===== config.mk =====
export PLATFORM = sky130hd
export DESIGN_NAME = button_conditioner
export DESIGN_NICKNAME = d
export VERILOG_FILES = /design/src/rtl/button_conditioner_pkg.sv /design/src/rtl/button_conditioner_channel.sv /design/src/rtl/button_conditioner.sv
export SDC_FILE = /design/constraint.sdc
export NUM_CORES = 1
export LEC_CHECK = 0
export CORE_MARGIN = 3
export CORE_UTILIZATION = 56
export DETAILED_ROUTE_END_ITERATION = 10
export GPL_TIMING_DRIVEN = 0
export PLACE_DENSITY = 0.83
export SETUP_SLACK_MARGIN = 0.4
export SYNTH_ARGS = -nofsm -noshare
export SYNTH_HDL_FRONTEND = slang
export SYNTH_HIERARCHICAL = 1
export SYNTH_SLANG_ARGS = --single-unit

===== constraint.sdc =====
create_clock -name clk -period 1.84 [get_ports clk]
set_clock_uncertainty 0.2 [all_clocks]
set_input_delay 0.184 -clock clk [delete_from_list [all_inputs] [get_ports clk]]
set_output_delay 0.184 -clock clk [all_outputs]
set_load 0.02 [all_outputs]

===== src/rtl/button_conditioner_pkg.sv =====
// Shared definitions for the button front end.
//  - Default configuration for the conditioner (channel count, debounce
//    length, auto-repeat timing and per-channel repeat enables).
//  - Channel FSM state encodings (3 bits).
//  - Channel indices matching the board pushbutton order.
package button_conditioner_pkg;

  localparam int BTN_N                 = 6;
  localparam int DEF_DEBOUNCE_CYCLES   = 4;
  localparam int DEF_REPEAT_DELAY      = 100;
  localparam int DEF_REPEAT_PERIOD     = 25;
  localparam logic [BTN_N-1:0] DEF_REPEAT_MASK = 6'b001111;

  // Channel FSM states
  // state         | meaning
  // ST_ARM        | after reset; waiting for a clean release before arming
  // ST_IDLE       | button accepted as released
  // ST_PRESS_WAIT | candidate press, counting stable pressed samples
  // ST_PRESSED    | press accepted; level high, auto-repeat timing runs
  // ST_REL_WAIT   | candidate release, counting stable released samples
  localparam logic [2:0] ST_ARM        = 3'd0;
  localparam logic [2:0] ST_IDLE       = 3'd1;
  localparam logic [2:0] ST_PRESS_WAIT = 3'd2;
  localparam logic [2:0] ST_PRESSED    = 3'd3;
  localparam logic [2:0] ST_REL_WAIT   = 3'd4;

  localparam int BTN_ADD1 = 0;
  localparam int BTN_ADD2 = 1;
  localparam int BTN_ADD3 = 2;
  localparam int BTN_ADD4 = 3;
  localparam int BTN_RST1 = 4;
  localparam int BTN_RST2 = 5;

endpackage


===== src/rtl/button_conditioner_channel.sv =====
// One pushbutton channel: 2-FF synchroniser, debounce FSM, optional
// auto-repeat and registered outputs.
// Ports:
//  clk    in  1  system clock
//  rst    in  1  asynchronous active-low reset
//  btn    in  1  raw asynchronous button, 1 = pressed
//  pulse  out 1  one-cycle press / repeat pulse
//  level  out 1  debounced level, 1 while the press is accepted
module button_conditioner_channel
  import button_conditioner_pkg::*;
#(
  parameter int DEBOUNCE_CYCLES = DEF_DEBOUNCE_CYCLES,
  parameter int REPEAT_DELAY    = DEF_REPEAT_DELAY,
  parameter int REPEAT_PERIOD   = DEF_REPEAT_PERIOD,
  parameter bit REPEAT_EN       = 1'b1
) (
  input  logic clk,
  input  logic rst,
  input  logic btn,
  output logic pulse,
  output logic level
);

  localparam int CNT_W  = $clog2(DEBOUNCE_CYCLES + 1);
  localparam int RCNT_W = $clog2(REPEAT_DELAY + REPEAT_PERIOD + 1);

  localparam logic [CNT_W-1:0]  DEB_C   = CNT_W'(DEBOUNCE_CYCLES);
  localparam logic [CNT_W-1:0]  ONE_C   = CNT_W'(1);
  localparam logic [RCNT_W-1:0] DELAY_C = RCNT_W'(REPEAT_DELAY);
  localparam logic [RCNT_W-1:0] WRAP_C  = RCNT_W'(REPEAT_DELAY + REPEAT_PERIOD);

  logic              sync_a;
  logic              s;
  logic [2:0]        state, state_nxt;
  logic [CNT_W-1:0]  cnt, cnt_nxt, cnt_inc;
  logic [RCNT_W-1:0] rcnt, rcnt_nxt, rcnt_inc;
  logic              pulse_nxt, level_nxt;

  assign cnt_inc  = cnt + ONE_C;
  assign rcnt_inc = rcnt + RCNT_W'(1);

  always_comb begin
    state_nxt = state;
    cnt_nxt   = cnt;
    rcnt_nxt  = rcnt;
    pulse_nxt = 1'b0;
    case (state)
      ST_ARM: begin
        // A button held through reset must be seen released before arming.
        if (s) begin
          cnt_nxt = '0;
        end else if (cnt_inc >= DEB_C) begin
          cnt_nxt   = DEB_C;
          state_nxt = ST_IDLE;
        end else begin
          cnt_nxt = cnt_inc;
        end
      end
      ST_IDLE: begin
        if (s) begin
          cnt_nxt = ONE_C;
          if (ONE_C >= DEB_C) begin
            state_nxt = ST_PRESSED;
            pulse_nxt = 1'b1;
            rcnt_nxt  = '0;
          end else begin
            state_nxt = ST_PRESS_WAIT;
          end
        end
      end
      ST_PRESS_WAIT: begin
        if (!s) begin
          state_nxt = ST_IDLE;
        end else if (cnt_inc >= DEB_C) begin
          cnt_nxt   = DEB_C;
          state_nxt = ST_PRESSED;
          pulse_nxt = 1'b1;
          rcnt_nxt  = '0;
        end else begin
          cnt_nxt = cnt_inc;
        end
      end
      ST_PRESSED: begin
        if (!s) begin
          cnt_nxt   = ONE_C;
          state_nxt = (ONE_C >= DEB_C) ? ST_IDLE : ST_REL_WAIT;
        end else if (REPEAT_EN) begin
          // rcnt runs 1..DELAY for the first repeat, then cycles
          // DELAY+1..DELAY+PERIOD so each later repeat is PERIOD apart.
          if (rcnt_inc == DELAY_C) begin
            pulse_nxt = 1'b1;
            rcnt_nxt  = rcnt_inc;
          end else if (rcnt_inc == WRAP_C) begin
            pulse_nxt = 1'b1;
            rcnt_nxt  = DELAY_C;
          end else begin
            rcnt_nxt = rcnt_inc;
          end
        end
      end
      ST_REL_WAIT: begin
        // Release bounce returns to PRESSED silently; rcnt is preserved.
        if (s) begin
          state_nxt = ST_PRESSED;
        end else if (cnt_inc >= DEB_C) begin
          cnt_nxt   = DEB_C;
          state_nxt = ST_IDLE;
        end else begin
          cnt_nxt = cnt_inc;
        end
      end
      default: begin
        state_nxt = ST_ARM;
        cnt_nxt   = '0;
      end
    endcase
    level_nxt = (state_nxt == ST_PRESSED) || (state_nxt == ST_REL_WAIT);
  end

  always_ff @(posedge clk or negedge rst) begin
    if (!rst) begin
      sync_a <= 1'b0;
      s      <= 1'b0;
      state  <= ST_ARM;
      cnt    <= '0;
      rcnt   <= '0;
      pulse  <= 1'b0;
      level  <= 1'b0;
    end else begin
      sync_a <= btn;
      s      <= sync_a;
      state  <= state_nxt;
      cnt    <= cnt_nxt;
      rcnt   <= rcnt_nxt;
      pulse  <= pulse_nxt;
      level  <= level_nxt;
    end
  end

endmodule


===== src/rtl/button_conditioner.sv =====
// Input front end for parking_meter: turns the raw board pushbuttons into
// clean one-cycle pulses and debounced levels. Channels are independent;
// priority between simultaneous pulses is resolved downstream.
// Ports:
//  clk        in  1      system clock (100 Hz tick)
//  rst        in  1      asynchronous active-low reset
//  btn_in     in  N_BTN  raw buttons: [0]add1 [1]add2 [2]add3 [3]add4 [4]rst1 [5]rst2
//  pulse_out  out N_BTN  one-cycle press / repeat pulse per channel
//  level_out  out N_BTN  debounced level per channel
module button_conditioner
  import button_conditioner_pkg::*;
#(
  parameter int N_BTN           = BTN_N,
  parameter int DEBOUNCE_CYCLES = DEF_DEBOUNCE_CYCLES,
  parameter int REPEAT_DELAY    = DEF_REPEAT_DELAY,
  parameter int REPEAT_PERIOD   = DEF_REPEAT_PERIOD,
  parameter logic [N_BTN-1:0] REPEAT_MASK = DEF_REPEAT_MASK
) (
  input  logic             clk,
  input  logic             rst,
  input  logic [N_BTN-1:0] btn_in,
  output logic [N_BTN-1:0] pulse_out,
  output logic [N_BTN-1:0] level_out
);

  for (genvar i = 0; i < N_BTN; i++) begin : g_ch
    button_conditioner_channel #(
      .DEBOUNCE_CYCLES (DEBOUNCE_CYCLES),
      .REPEAT_DELAY    (REPEAT_DELAY),
      .REPEAT_PERIOD   (REPEAT_PERIOD),
      .REPEAT_EN       (REPEAT_MASK[i])
    ) u_ch (
      .clk   (clk),
      .rst   (rst),
      .btn   (btn_in[i]),
      .pulse (pulse_out[i]),
      .level (level_out[i])
    );
  end

endmodule


==> results.yml <==
run_status:
  status: "complete, but fails checks"
  violations: "negative setup slack"
floorplan:
  core_area_um2: 9330
  die_x_um: 104
  initial_utilization_pct: 58.0
  num_rows: 35
  ios: 20
  die_h_um: 104
  die_area_um2: 10900
sta:
  timing.fmax_mhz: 497
  slew_violations: 0
  rsz0062_at_grt: "true"
  fin_ws_ns: -0.174
  finalHoldViolCount: 0
  worst-slew-pin-transition_ns: 0.418
  setup_violations: 12
  relSlewSlack_pct: 71.8
  post-route-period-util_pct: 109
  min_period_ns: 2.01
yosys:
  syn-cell-area_um2: 5410
  synth_commonest_cells: "88 x dfrtp_1, 68 x nor2_1, 58 x nand2_1"
  syn-num-nets: 630
  synth_area_per_cell_um2: 8.90
  synth_edf_count: 0
  synth_top_area_share_pct: 40.7
  synth_seq_cells: 88
  ys_types: 51
  syn_inst: 608
  synth_top_area_cell: "dfrtp_1"
  synth_area_leaders: "dfrtp_1 41%, o21ai_0 4.8%, nor2_1 4.7%, nand2_1 4.0%, ha_1 3.2%"
  ys_seq_area_share_pct: 40.7
  ys_warn_count: 6
  ys_async_sr_fraction_pct: 100
  synth.most_common_cell: "dfrtp_1"
  synth_ff_type: "dfrtp_1"
global_routing:
  grt-ovfl-total: 0
  grt_pass1_wl_mm: 23.6
  grt_pass1_vias: 5098
  antenna_found_initial: 0
  grt.total_usage_pct: 25.8
  grt_max_degree: 62
worst_setup_path:
  cp.required_ns: 1.89
  cp-end-kind: "register"
  critPathMaxFanout: 6
  arrival_ns: 2.06
  crit_type: "register to register"
  cp-start-kind: "register"
cells_and_area:
  fillCellCount: 410
  utilization_pct: 86.1
  antenna_cells: 0
  nets: 751
  ff_latch_area_um2: 2230
  drive_gt1_share_pct: 47.3
  syn2layout_area_growth_pct: 48.3
  final_cells: 863
  multi_input_area_um2: 4100
place:
  portBuffers: 19
  place_ws_ns: -0.0583
  post-dp-hpwl_mm: 7.77
  dp_cells: 757
  gp_congestion: 0.921
clocking:
  insertion_delay_ns: 0.37
  cts_max_path_buffers: 2
  numCtsBuffers: 9
  tritoncts: "built"
  clkSlewWorstSetupHoldPaths_ns: 0.09
  clkSinkCount: 88
  clockRootBuffer: "clkbuf_8"
  cts.htree.levels: 3
route:
  num_vias: 5608
  avgViaCountPerCell: 6.50
  drc: 0
  routed_wl_mm: 18.0
  drt_first_pass_iters: 5
  ant_nets: 0
  wl_per_cell_um: 20.9
  drtIter0Drc: 461
worst_hold_path:
  hp-class: "primary input to register"
pwr:
  p_leak_nw: 3.26
  p_per_area_nw_per_um2: 1230
  ir_worst_vdd_mv: 0.800
job:
  max_cap_viol_count: 0
-- layout by cell type, fill, tap and decap left out, types with 8 or more instances in the layout --
| master | n |
|---|---|
| a21o_1 | 8 |
| a21oi_1 | 14 |
| a21oi_2 | 15 |
| a22o_1 | 12 |
| buf_4 | 62 |
| buf_6 | 43 |
| clkbuf_8 | 12 |
| dfrtp_1 | 65 |
| dfrtp_2 | 23 |
| ha_4 | 14 |
| inv_1 | 16 |
| nand2_1 | 46 |
| nand2_2 | 10 |
| nand2b_1 | 12 |
| nand3_1 | 20 |
| nand3_2 | 10 |
| nor2_1 | 55 |
| nor2_2 | 10 |
| nor2b_4 | 8 |
| nor3_2 | 9 |
| o211a_1 | 10 |
| o21ai_0 | 10 |
| o21ai_1 | 29 |
| o21ai_2 | 19 |
| o32a_1 | 8 |
| xor2_1 | 10 |
-- where the power goes --
part,switching [mW],total [mW],internal (mW)
logic,2.92,5.54,2.62
clock network,0.721,1.42,0.701
registers,0.532,2.87,2.34
total,4.17,9.84,5.66
-- logic make-up after synthesis --
group                    Yosys count  synth area share [%]
AO/OA/AOI/OAI                    184                  23.5
flip-flops                        88                  40.7
AND/OR/NAND/NOR                  240                  22.0
buffers and inverters             52                  4.39
XOR/XNOR                          22                  4.39
multiplexers                       4                 0.925
adder cells (fa/ha/maj)           18                  4.07
-- final cells by class --
class / instances / share of cell area [%]
Buffer: 24 / 2.63
Sequential cell: 88 / 27.8
Tap cell: 129 / 2.01
Multi-Input combinational cell: 468 / 51.0
Clock inverter: 3 / 0.499
Inverter: 28 / 1.53
Timing Repair Buffer: 110 / 12.5
Clock buffer: 13 / 1.98
-- critical path, stage by stage (launching register included) --
cell and delay, ns:
dfrtp_2 0.49, inv_2 0.11, ha_4 0.15, nand2_4 0.06
nor4_4 0.31, a41oi_2 0.08, a21o_1 0.25, a22o_1 0.24
-- final timing paths --
path	from	endpoint	slack, ns	cells past startpoint
hold reg to reg	g_ch[4].u_ch/sync_a$_DFF_PN0_	g_ch[4].u_ch/s$_DFF_PN0_	0.16	0
hold / removal	btn_in[5]	g_ch[5].u_ch/sync_a$_DFF_PN0_	0.04	1
setup reg to reg	g_ch[3].u_ch/rcnt[1]$_DFFE_PN0P_	g_ch[3].u_ch/rcnt[4]$_DFFE_PN0P_	-0.17	7
max in group asynchronous	rst	g_ch[2].u_ch/cnt[0]$_DFFE_PN0P_	0.69	3
setup / recovery	g_ch[3].u_ch/rcnt[1]$_DFFE_PN0P_	g_ch[3].u_ch/rcnt[4]$_DFFE_PN0P_	-0.17	7
min in group asynchronous	rst	g_ch[4].u_ch/level$_DFF_PN0_	0.07	2
-- per-stage QoR --
| stage | total power [mW] | setup TNS, ns | hold slack (ns) | cell area (um2) |
|---|---|---|---|---|
| floorplan | 5.23 | 0 | -0.312 | 5710 |
| global placement | 5.78 | -253.20 | 0.132 | 6060 |
| detailed placement | 5.96 | -0.203 | -0.0619 | 6080 |
| CTS | 8.38 | -0.0357 | 0.0441 | 7210 |
| global route | 10.3 | -1.66 | 0.0264 | 8030 |
| finish | 9.84 | -0.982 | 0.0447 | 8030 |
-- flip-flops by register name, summed over array words and instances, names as in the netlist --
name	flops
g_ch.u_ch/s	6
g_ch.u_ch/sync_a	6
g_ch.u_ch/pulse	6
g_ch.u_ch/state	18
g_ch.u_ch/rcnt	28
g_ch.u_ch/level	6
g_ch.u_ch/cnt	18
-- timing repair --
action / in CTS / in global routing
hold buffers: 1 / 0
pin swaps: 73 / 66
setup endpoints to repair: 80 / 77
hold endpoints to repair: 88 / 0
gates resized for setup: 162 / 148
setup buffers: 58 / 31
-- routing by layer --
metal  global-route usage [%]  vias to the layer above  share of wire [%]
li1                         -                     2433                  -
met1                     31.5                     2758                 38
met2                     46.0                      315                 51
met3                     2.98                      102                5.8
met4                     10.8                        0                5.0
met5                        0                        -                  0
No activity file was read; power rests on OpenSTA's default activity.
